--- src/rtl/alu_pipe.sv ---
// Two-stage pipelined ARM data-processing ALU with an internal NZCV register.
// S1 holds the accepted operands; S2 is the registered result presented to writeback.
module alu_pipe #(
   parameter int         DATA_WIDTH  = 32,
   parameter logic [3:0] FLAGS_RESET = 4'b0000
) (
   input  logic                  clk,
   input  logic                  reset_n,
   input  logic                  flush,
   input  logic                  in_valid,
   output logic                  in_ready,
   input  logic [DATA_WIDTH-1:0] operand_a,
   input  logic [DATA_WIDTH-1:0] operand_b,
   input  logic [3:0]            alu_control,
   input  logic                  set_flags,
   output logic                  out_valid,
   input  logic                  out_ready,
   output logic [DATA_WIDTH-1:0] result,
   output logic [3:0]            nzcv,
   output logic                  result_writeback,
   output logic                  nzcv_writeback,
   output logic [3:0]            flags
);

   typedef enum logic [3:0] {
      OP_AND = 4'd0,  OP_EOR = 4'd1,  OP_SUB = 4'd2,  OP_RSB = 4'd3,
      OP_ADD = 4'd4,  OP_ADC = 4'd5,  OP_SBC = 4'd6,  OP_RSC = 4'd7,
      OP_TST = 4'd8,  OP_TEQ = 4'd9,  OP_CMP = 4'd10, OP_CMN = 4'd11,
      OP_ORR = 4'd12, OP_MOV = 4'd13, OP_BIC = 4'd14, OP_MVN = 4'd15
   } alu_op_e;

   logic                  s1Valid_q;
   logic [DATA_WIDTH-1:0] s1A_q, s1B_q;
   alu_op_e               s1Op_q;
   logic                  s1S_q;

   logic                  outValid_q;
   logic [DATA_WIDTH-1:0] result_q;
   logic [3:0]            nzcv_q;
   logic                  resultWb_q, nzcvWb_q;
   logic [3:0]            flags_q;

   logic                  s2CanLoad, s2Load, acceptIn;
   logic [DATA_WIDTH-1:0] addX, addY, result_d;
   logic                  carryIn, isArith, flagOnly;
   logic [DATA_WIDTH:0]   sum;
   logic [3:0]            nzcv_d;

   assign s2CanLoad = !outValid_q || out_ready;
   assign in_ready  = (!s1Valid_q || s2CanLoad) && !flush;
   assign acceptIn  = in_valid && in_ready;
   assign s2Load    = s1Valid_q && s2CanLoad && !flush;

   // Subtracts are folded into x + ~y + cin so the carry out is already NOT borrow.
   always_comb begin
      addX     = s1A_q;
      addY     = s1B_q;
      carryIn  = 1'b0;
      isArith  = 1'b1;
      result_d = '0;
      unique case (s1Op_q)
         OP_SUB, OP_CMP: begin addY = ~s1B_q; carryIn = 1'b1; end
         OP_RSB:         begin addX = s1B_q; addY = ~s1A_q; carryIn = 1'b1; end
         OP_ADD, OP_CMN: carryIn = 1'b0;
         OP_ADC:         carryIn = flags_q[1];
         OP_SBC:         begin addY = ~s1B_q; carryIn = flags_q[1]; end
         OP_RSC:         begin addX = s1B_q; addY = ~s1A_q; carryIn = flags_q[1]; end
         default:        isArith = 1'b0;
      endcase
      sum = {1'b0, addX} + {1'b0, addY} + {{DATA_WIDTH{1'b0}}, carryIn};
      if (isArith) begin
         result_d = sum[DATA_WIDTH-1:0];
      end else begin
         unique case (s1Op_q)
            OP_AND, OP_TST: result_d = s1A_q & s1B_q;
            OP_EOR, OP_TEQ: result_d = s1A_q ^ s1B_q;
            OP_ORR:         result_d = s1A_q | s1B_q;
            OP_MOV:         result_d = s1B_q;
            OP_BIC:         result_d = s1A_q & ~s1B_q;
            default:        result_d = ~s1B_q;
         endcase
      end
      nzcv_d[3] = result_d[DATA_WIDTH-1];
      nzcv_d[2] = (result_d == '0);
      nzcv_d[1] = isArith ? sum[DATA_WIDTH] : flags_q[1];
      nzcv_d[0] = isArith ? ((addX[DATA_WIDTH-1] == addY[DATA_WIDTH-1]) &&
                             (sum[DATA_WIDTH-1] != addX[DATA_WIDTH-1]))
                          : flags_q[0];
      flagOnly = (s1Op_q == OP_TST) || (s1Op_q == OP_TEQ) ||
                 (s1Op_q == OP_CMP) || (s1Op_q == OP_CMN);
   end

   always_ff @(posedge clk or negedge reset_n) begin
      if (!reset_n) begin
         s1Valid_q <= 1'b0;
         s1A_q     <= '0;
         s1B_q     <= '0;
         s1Op_q    <= OP_AND;
         s1S_q     <= 1'b0;
      end else if (flush) begin
         s1Valid_q <= 1'b0;
      end else if (acceptIn) begin
         s1Valid_q <= 1'b1;
         s1A_q     <= operand_a;
         s1B_q     <= operand_b;
         s1Op_q    <= alu_op_e'(alu_control);
         s1S_q     <= set_flags;
      end else if (s2Load) begin
         s1Valid_q <= 1'b0;
      end
   end

   // Flags commit on the S2 load edge so the op following in S1 sees the new carry.
   always_ff @(posedge clk or negedge reset_n) begin
      if (!reset_n) begin
         outValid_q <= 1'b0;
         result_q   <= '0;
         nzcv_q     <= 4'b0000;
         resultWb_q <= 1'b0;
         nzcvWb_q   <= 1'b0;
         flags_q    <= FLAGS_RESET;
      end else if (flush) begin
         outValid_q <= 1'b0;
      end else if (s2Load) begin
         outValid_q <= 1'b1;
         result_q   <= result_d;
         nzcv_q     <= nzcv_d;
         resultWb_q <= !flagOnly;
         nzcvWb_q   <= flagOnly || s1S_q;
         if (flagOnly || s1S_q) flags_q <= nzcv_d;
      end else if (out_ready) begin
         outValid_q <= 1'b0;
      end
   end

   assign out_valid        = outValid_q;
   assign result           = result_q;
   assign nzcv             = nzcv_q;
   assign result_writeback = resultWb_q;
   assign nzcv_writeback   = nzcvWb_q;
   assign flags            = flags_q;

endmodule

--- config.mk ---
export PLATFORM = sky130hd
export DESIGN_NAME = alu_pipe
export DESIGN_NICKNAME = d
export VERILOG_FILES = /design/src/rtl/alu_pipe.sv
export SDC_FILE = /design/constraint.sdc
export NUM_CORES = 1
export LEC_CHECK = 0
export BUFFER_PORTS_ARGS = -buffer_cell sky130_fd_sc_hd__buf_4
export CORE_MARGIN = 8
export CORE_UTILIZATION = 64
export CTS_CLUSTER_DIAMETER = 100
export CTS_CLUSTER_SIZE = 20
export DETAILED_ROUTE_END_ITERATION = 8
export PLACE_DENSITY = 0.89
export SETUP_SLACK_MARGIN = 0.02
export SLEW_MARGIN = 10
export SYNTH_ARGS = -nofsm -noshare
export SYNTH_HDL_FRONTEND = slang
export SYNTH_SLANG_ARGS = --single-unit
--- constraint.sdc ---
create_clock -name clk -period 14.92 [get_ports clk]
set_clock_uncertainty 0.15 [all_clocks]
set_input_delay 0.746 -clock clk [delete_from_list [all_inputs] [get_ports clk]]
set_output_delay 0.746 -clock clk [all_outputs]
set_load 0.02 [all_outputs]
==> impl_metrics.toml, run 1 <==
[timing]
final.period_utilization = 0.406
slew-limit-headroom = 0.213
hold_viol = 0
worst_slew_pin_slew_ns = 1.18
finalCriticalPeriod_ns = 6.06
fin_tns_setup_ns = 0
whs_ns = 0.255
rsz0062_at_grt = "no"
final-setup-viol-count = 0
slew_viol_final = 0
fmax_ghz = 0.165

[critical_path]
crit_path_max_incr_delay_ns = 0.86
start_kind = "flip-flop"
timing.rr.start = "s1Op_q[1]"
timing_worst_setup_path_type = "reg2reg"
slowest_stage = "nand2_1"
reg2reg_slack_ns = 8.86
cp_data_arrival_time_ns = 6.19
reg2reg_depth = 18
r2r-end = "nzcv[2]"
endpoint_kind = "flip-flop"
required_ns = 15.05
path_common_cell = "nand2_1"
crit_fanout = 31
path_cells = "buf_4 -> nand2_1 -> or2_2 -> nand2_1 -> nand2_1 -> o21ai_0 -> o21ai_0 -> fa_1 -> a21o_1 -> a221oi_2 -> o211ai_1 -> nand3_1 -> nand2_1 -> xor2_1 -> a2111oi_0 -> and4_1 -> nand4_1 -> o21ai_1"

[synthesis]
netlist_instances = 1191
synth.cell_area_mm2 = 0.00943
yosysWarningCount = 0
async_flop_share = 1.00
synth.top_cell.area_share = 0.297
ys_ff_latch = 112
synth_ff_type = "dfrtp_1"
synth-edff-count = 0
synth_common_cells = "nand2_1 (200), o21ai_0 (152), dfrtp_1 (112)"
yosys-top-cells-area = "dfrtp_1 (30%), mux2_2 (8.6%), ha_1 (8.4%), o21ai_0 (8.1%), nand2_1 (8.0%)"
seq_area_frac_synth = 0.297
synth_cell_types = 71
synth.most_common_cell = "nand2_1"
yosysTopAreaCell = "dfrtp_1"
syn_area_per_cell_um2 = 7.92
syn-num-nets = 1330

[global_route]
overflow = 0
grt_antenna_before_repair = 1
grt_pass1_wl_mm = 44.2
gr-usage-met3 = 0.0755
met1_usage = 0.427
grt_max_degree = 98
grtUsageMet2 = 0.424
grt_pass1_vias = 8513
top_usage_layer = "met1"
grt_usage = 0.295

[hold_path]
hp-class = "in2async"

[layout]
antenna_cells = 0
final_nets = 1394
area_growth_pct = 12.0
final_util = 0.730
final_area_mm2 = 0.0106
drive_gt1_frac = 0.186

[route]
drtPass1Iterations = 6
postRouteAntennaNets = 0
finalWirelength_mm = 27.9
wire_per_inst_um = 19.3
drc_errors = 0
viasPerCell = 6.44
vias = 9291
dr.first_iter.drc_count = 1297

[clock_network]
cts_buffer_depth = 2
numCtsBuffers = 9
cts_hold_buf = 0
cts-resized-gates = 0
worst_skew_pair.late_latency_ns = 0.36
htreeDepth = 3
clk_pin_slew_worst_paths_ns = 0.07
cts_tree = "built"
cts.sinks = 112
clockRootBuffer = "clkbuf_16"
cts_setup_buffers = 0

[die]
core_mm2 = 0.0145
ios = 118
start_util = 0.651
die_h_um = 137
fp.dieArea_mm2 = 0.0189
row_count = 44
die_w_um = 137

[placed_design]
gp_congestion = 0.969
dpl-instance-area_mm2 = 0.0103
dp_hpwl_mm = 20.9
port_buffers = 117

[pwr]
p_int_mw = 0.893
power_mw = 1.71
power_per_cell_area_mw_per_mm2 = 162
seq_power_share = 0.274
vdd_drop_max_mv = 0.0834
pwr-share-comb = 0.594
power_leakage_nw = 4.89
power_frac_clock = 0.132
switchingPower_mw = 0.816
p_sw_frac = 0.477

[run]
drv_cap = 0

[run_status]
outcome = "complete, no violations"
==> per-layer routing <==
layer  up-vias  share of wire
li1       4405              -
met1      4310           0.43
met2       532           0.42
met3        44           0.14
met4         0          0.017
met5         -              0
==> worst max path at each step <==
| stage | slack (ns) | cells past startpoint | from | endpoint |
|---|---|---|---|---|
| after floorplan | 9.99 | 22 | s1Op_q[0] | flags[2] |
| after global placement | 9.12 | 18 | s1Op_q[1] | nzcv[2] |
| after detailed placement | 9.03 | 18 | s1Op_q[1] | flags[2] |
| after CTS | 9.01 | 18 | s1Op_q[1] | flags[2] |
| after global routing | 8.43 | 18 | s1Op_q[1] | flags[2] |
| final | 8.86 | 18 | s1Op_q[1] | nzcv[2] |
==> worst max-delay path, delay by kind of cell, from the launching register on <==
| family | cells | cell delay (ns) |
|---|---|---|
| simple gates | 8 | 2.15 |
| xor+xnor | 1 | 0.18 |
| fa+ha+maj | 1 | 0.50 |
| compound gates | 7 | 1.89 |
| buf+inv | 1 | 0.46 |
| flops | 1 | 0.65 |
==> flip-flops by register name, summed over array words and instances, names as in the netlist <==
register and cells:
flags 4, nzcv 3, nzcv_writeback 1, out_valid 1
result 32, result_writeback 1, s1A_q 32, s1B_q 32
s1Op_q 4, s1S_q 1, s1Valid_q 1
==> cell families after synthesis <==
kind of cell	share of synthesized area
XOR/XNOR	0.0232
adder cells (fa/ha/maj)	0.0878
multiplexers	0.0913
AND/OR/NAND/NOR	0.185
flip-flops	0.297
buffers and inverters	0.0660
AO/OA/AOI/OAI	0.249
==> cells in the final DEF (no fill, tap or decap), types with 15 or more instances in the layout <==
cell type | Yosys | layout
nor3_1 | 20 | 19
mux2_2 | 72 | 72
inv_1 | 72 | 72
nor2_1 | 63 | 63
dfrtp_1 | 112 | 111
a211oi_1 | 16 | 16
a21oi_1 | 63 | 63
nand2_1 | 200 | 199
nor2b_1 | 15 | 15
o21ai_0 | 152 | 152
o31ai_1 | 18 | 18
xor2_1 | 15 | 15
ha_1 | 63 | 63
o221ai_1 | 15 | 15
buf_4 | 3 | 130
a21o_1 | 15 | 15
==> metrics by stage <==
stage	setup WS, ns	instances
finish	8.86	1443
global route	8.43	1443
CTS	9.01	1443
detailed placement	9.03	1428
global placement	9.12	1428
floorplan	9.99	1191
==> final cells by class <==
cell class	count	area [um^2]
clock buffers	12	246
clock inverters	3	18.8
fillers	1181	3920
inverters	72	270
multi-input cells	930	6020
flip-flops and latches	112	2800
well taps	184	230
repair buffers	130	976
==> power groups by stage <==
stage	Combinational, mW	Clock (mW)	Sequential, mW
final	1.01	0.226	0.468
after global routing	1.10	0.238	0.479
after CTS	0.994	0.228	0.464
after detailed placement	0.985	0	0.470
after global placement	0.966	0	0.464
after floorplan	0.650	0	0.500
(Power assumes the default switching activity.)
==> run 2: changes to the inputs <==
--- a/config.mk
+++ b/config.mk
@@ -7,11 +7,11 @@
 export LEC_CHECK = 0
 export BUFFER_PORTS_ARGS = -buffer_cell sky130_fd_sc_hd__buf_4
 export CORE_MARGIN = 8
-export CORE_UTILIZATION = 64
+export CORE_UTILIZATION = 54
 export CTS_CLUSTER_DIAMETER = 100
 export CTS_CLUSTER_SIZE = 20
 export DETAILED_ROUTE_END_ITERATION = 8
-export PLACE_DENSITY = 0.89
+export PLACE_DENSITY = 0.8
 export SETUP_SLACK_MARGIN = 0.02
 export SLEW_MARGIN = 10
 export SYNTH_ARGS = -nofsm -noshare
==> constraint.sdc (replaced) <==
create_clock -name clk -period 5.31 [get_ports clk]
set_clock_uncertainty 0.15 [all_clocks]
set_input_delay 0.2655 -clock clk [delete_from_list [all_inputs] [get_ports clk]]
set_output_delay 0.2655 -clock clk [all_outputs]
set_load 0.02 [all_outputs]
==> run 2 against run 1 <==
Effect of this change: clock power rose to 2.8 times the previous value; combinational power rose to 2.9 times the previous value; first-iteration DRC count fell by 18%; global-route usage shrank 2.4 points; worst hold slack worse by 0.24 ns; sequential power grew to 2.8 times the previous value; maximum frequency grew 26%; critical endpoint is now flags[2]; via count up 3.0%; count of clock-buffer cells in the layout increased by 2; cell count up 8.2%; power rose to 2.8 times the previous value; flip-flop and latch count is the same.
==> impl_metrics.toml, run 2 (synthesis results as in run 1) <==
[layout]
final_nets = 1472
final_area_mm2 = 0.0114
drive_gt1_frac = 0.180
final_common_cell = "nand2_1"
layout_common_cells = "nand2_1 (199), o21ai_0 (152), buf_4 (139)"
num-fill-cells = 1475
fin_cells = 1562
area_growth_pct = 20.5
antenna_cells = 0
final_util = 0.662

[timing]
worst_slew_pin_slew_ns = 0.903
final-setup-viol-count = 0
slew-limit-headroom = 0.395
whs_ns = 0.0112
finalCriticalPeriod_ns = 4.81
rsz0062_at_grt = "no"
slew_viol_final = 0
final.period_utilization = 0.906
hold_viol = 0
fmax_ghz = 0.208
fin_tns_setup_ns = 0

[pwr]
power_per_cell_area_mw_per_mm2 = 426
vdd_drop_max_mv = 0.263
power_leakage_nw = 5.22

[clock_network]
cts.sinks = 112
cts_buffer_depth = 2
cts_setup_buffers = 0
htreeDepth = 3
worst_skew_pair.late_latency_ns = 0.37
cts_tree = "built"
numCtsBuffers = 9
clockRootBuffer = "clkbuf_16"
clk_pin_slew_worst_paths_ns = 0.07

[route]
drc_errors = 0
postRouteAntennaNets = 0
vias = 9569
viasPerCell = 6.13
dr.first_iter.drc_count = 1061
wire_per_inst_um = 19.0
drtPass1Iterations = 6
finalWirelength_mm = 29.7

[placed_design]
place.detailed.instances = 1478
gp_congestion = 0.991
port_buffers = 117
dp_hpwl_mm = 21.6
dpl-instance-area_mm2 = 0.0104

[critical_path]
cp_data_arrival_time_ns = 4.95
endpoint_kind = "flip-flop"
cp-startpoint = "s1Op_q[1]"
start_kind = "flip-flop"
timing.rr.start = "s1Op_q[1]"
required_ns = 5.45
timing_worst_setup_path_type = "reg2reg"
crit_fanout = 25

[hold_path]
hp-class = "in2reg"
hp-start = "operand_a[28]"

[global_route]
grt_pass1_vias = 9080
grt_max_degree = 58
overflow = 0
grt_pass1_wl_mm = 48.0
grt_usage = 0.271
grt_antenna_before_repair = 1

[die]
row_count = 48
start_util = 0.549
fp.dieArea_mm2 = 0.0219
die_w_um = 148
die_h_um = 148
core_mm2 = 0.0172
ios = 118

[run_status]
outcome = "complete, no violations"

[run]
drv_cap = 0
[run 2: changes by cell type in the layout (fill, tap and decap cells not counted)]
cell / delta
dlygate4sd3_1: +69
clkinv_4: -1
clkbuf_1: +2
buf_4: +9
clkinv_2: -1
[run 2: layer usage]
layer / global-route usage / up-vias / wire length (um)
li1: - / 4552 / -
met1: 0.375 / 4518 / 13300
met2: 0.403 / 450 / 12700
met3: 0.0732 / 47 / 3100
met4: 0.0806 / 2 / 557
met5: 0 / - / 12
[run 2: repair_timing]
item | in CTS | in global routing
endpoints found under the setup margin | 0 | 0
endpoints found under the hold margin | 123 | 1
hold buffers | 68 | 1
resized for setup | 0 | 0
[run 2: worst max-delay path, cell delays in order, from the launching register on]
cell and delay (ns):
dfrtp_1 0.39, nand2_1 0.15, or2_2 0.47, nand2_1 0.19, buf_4 0.26, nand2_1 0.08, o21ai_0 0.07, o21ai_0 0.11
ha_1 0.42, and3_1 0.22, a221oi_2 0.49, o211ai_1 0.29, nand3_1 0.19, nand2_1 0.11, xor2_1 0.18, a2111oi_0 0.46
and4_1 0.26, nand4_1 0.10, o21ai_1 0.15
[run 2: cell type report]
| cell class | instances | area [um^2] | share of cell area |
|---|---|---|---|
| Multi-Input combinational cell | 930 | 6020 | 0.529 |
| Sequential cell | 112 | 2800 | 0.247 |
| Timing Repair Buffer | 208 | 1730 | 0.153 |
| Tap cell | 225 | 282 | 0.0248 |
| Inverter | 72 | 270 | 0.0238 |
| Clock buffer | 14 | 254 | 0.0223 |
| Clock inverter | 1 | 5.00 | 0.000440 |
[run 2: final timing paths]
path / cells after the start / endpoint / slack, ns
worst max-delay path: 18 / flags[2] / 0.50
worst min-delay path: 2 / s1A_q[28] / 0.01
worst max register to register: 18 / flags[2] / 0.50
worst min register to register: 2 / result[28] / 0.33
max in group asynchronous: 3 / s1Op_q[0] / 3.44
min in group asynchronous: 2 / result[2] / 0.34
[run 2: per-stage QoR]
stage               power [mW]  worst slack (ns)
finish                    4.85             0.497
floorplan                 3.23             0.383
global placement          4.06             0.692
global route              5.21             0.156
CTS                       4.80             0.581
detailed placement        4.11             0.608
[run 2: where the power goes]
group,switching [mW],leakage [nW],internal [mW]
Combinational,1.77,3.74,1.15
Sequential,0.221,1.35,1.07
Clock,0.302,0.127,0.329
Total,2.29,5.22,2.56
==> run 3: changes to the inputs <==
--- a/config.mk
+++ b/config.mk
@@ -11,6 +11,7 @@
 export CTS_CLUSTER_DIAMETER = 100
 export CTS_CLUSTER_SIZE = 20
 export DETAILED_ROUTE_END_ITERATION = 8
+export MAX_ROUTING_LAYER = met4
 export PLACE_DENSITY = 0.8
 export SETUP_SLACK_MARGIN = 0.02
 export SLEW_MARGIN = 10
==> run 3 against run 2 <==
Effect of this change: sequential power about the same; wire length up 1.1%; count of clock-buffer cells in the layout decreased by 3; first-iteration DRC count increased by 21%; register-to-register slack got worse by 0.06 ns; cell count up 0.19%; final area is 0.72% higher; combinational power about the same; critical path type unchanged; critical endpoint unchanged.
==> impl_metrics.toml, run 3 (synthesis results as in run 1) <==
[run_status]
outcome = "complete, no violations"

[critical_path]
timing.rr.start = "s1Op_q[3]"
reg2reg_slack_ns = 0.44
timing_worst_setup_path_type = "reg2reg"
required_ns = 5.45
reg2reg_depth = 17
start_kind = "flip-flop"
crit_fanout = 21
cp-startpoint = "s1Op_q[3]"
cp_data_arrival_time_ns = 5.01
endpoint_kind = "flip-flop"

[die]
core_mm2 = 0.0172
die_h_um = 148
ios = 118
die_w_um = 148
fp.dieArea_mm2 = 0.0219
start_util = 0.549
row_count = 48

[layout]
layout_common_cells = "nand2_1 (199), o21ai_0 (152), buf_4 (138)"
register_area_mm2 = 0.00280
final_nets = 1474
final_common_cell = "nand2_1"
final_area_mm2 = 0.0114
antenna_cells = 0
num-fill-cells = 1422
final_util = 0.666
drive_gt1_frac = 0.184
area_growth_pct = 21.4
multi_input_area_mm2 = 0.00602

[placed_design]
dpl-instance-area_mm2 = 0.0104
dp_hpwl_mm = 21.4
port_buffers = 117
gp_congestion = 1.01

[timing]
fin_tns_setup_ns = 0
worst_slew_pin_slew_ns = 0.883
slew_viol_final = 0
slew-limit-headroom = 0.411
final-setup-viol-count = 0
finalCriticalPeriod_ns = 4.87
fmax_ghz = 0.205
rsz0062_at_grt = "no"
final.period_utilization = 0.917
hold_viol = 0

[clock_network]
cts_tree = "built"
cts.sinks = 112
clk_pin_slew_worst_paths_ns = 0.07
worst_skew_pair.late_latency_ns = 0.36
cts_buffer_depth = 2
htreeDepth = 3
clockRootBuffer = "clkbuf_16"
numCtsBuffers = 9

[run]
drv_cap = 0

[route]
wl_met1_mm = 13.7
postRouteAntennaNets = 0
finalWirelength_mm = 30.0
dr_wl_met2_mm = 12.8
drc_errors = 0
wl_met3_mm = 3.11
top_layer = "met4"
drtPass1Iterations = 8
wire_per_inst_um = 19.2
dr.first_iter.drc_count = 1283
viasPerCell = 6.13
vias = 9596

[global_route]
grt_usage = 0.277
grt_max_degree = 101
overflow = 0
grt_pass1_vias = 8645
grt_antenna_before_repair = 0
grt_pass1_wl_mm = 47.3

[hold_path]
hp-start = "alu_control[1]"
holdPathStages = 2
hp-class = "in2reg"

[pwr]
power_leakage_nw = 5.25
vdd_drop_max_mv = 0.244
power_per_cell_area_mw_per_mm2 = 432
-- run 3: where the power goes --
group / internal [mW] / switching (mW)
combinational: 1.16 / 1.78
clock: 0.390 / 0.320
sequential: 1.07 / 0.225
total: 2.62 / 2.33
-- run 3: per-layer routing --
layer | vias up | track usage
met5 | - | -
met4 | 0 | 0.0704
met3 | 36 | 0.0480
met2 | 503 | 0.396
met1 | 4489 | 0.396
li1 | 4568 | -
-- run 3: final timing paths --
kind / to
max in group asynchronous: s1Op_q[0]
worst max register to register: flags[2]
worst min-delay path: s1Op_q[1]
min in group asynchronous: result[7]
worst min register to register: result[3]
worst max-delay path: flags[2]
-- run 3: through the flow --
step / power [mW] / hold WS [ns] / worst slack, ns / cells
2_1_floorplan: 3.23 / -0.180 / 0.383 / 1191
3_3_place_gp: 4.08 / 0.238 / 0.651 / 1478
3_5_place_dp: 4.12 / 0.247 / 0.559 / 1478
4_1_cts: 4.89 / 0.0117 / 0.508 / 1565
5_1_grt: 5.29 / 0.0188 / 0.0371 / 1565
6_report: 4.95 / 0.0205 / 0.440 / 1565
-- run 3: layout make-up --
cell class / instances / share of cell area
inverter: 72 / 0.0236
sequential: 112 / 0.245
clock inverter: 5 / 0.00481
clock buffer: 11 / 0.0221
multi-input combinational: 930 / 0.526
timing repair buffer: 210 / 0.154
tap: 225 / 0.0246
-- run 3: worst max-delay path, stage by stage, from the launching register on --
cell      delay (ns)
dfrtp_1         0.53
or2_2           0.40
buf_4           0.27
nor2_1          0.05
a21oi_1         0.14
fa_1            0.23
inv_1           0.08
fa_1            0.47
a21o_1          0.24
a221o_1         0.36
a21o_1          0.19
a21oi_1         0.26
xor2_1          0.19
o221ai_1        0.25
nor4_1          0.46
and4_1          0.25
nand4_1         0.11
o21ai_1         0.16
-- run 3: repair_timing --
item,4_1_cts,5_1_grt
hold buffers,71,0
setup buffers,0,0
gates resized for setup,0,0
endpoints found under the hold margin,130,0
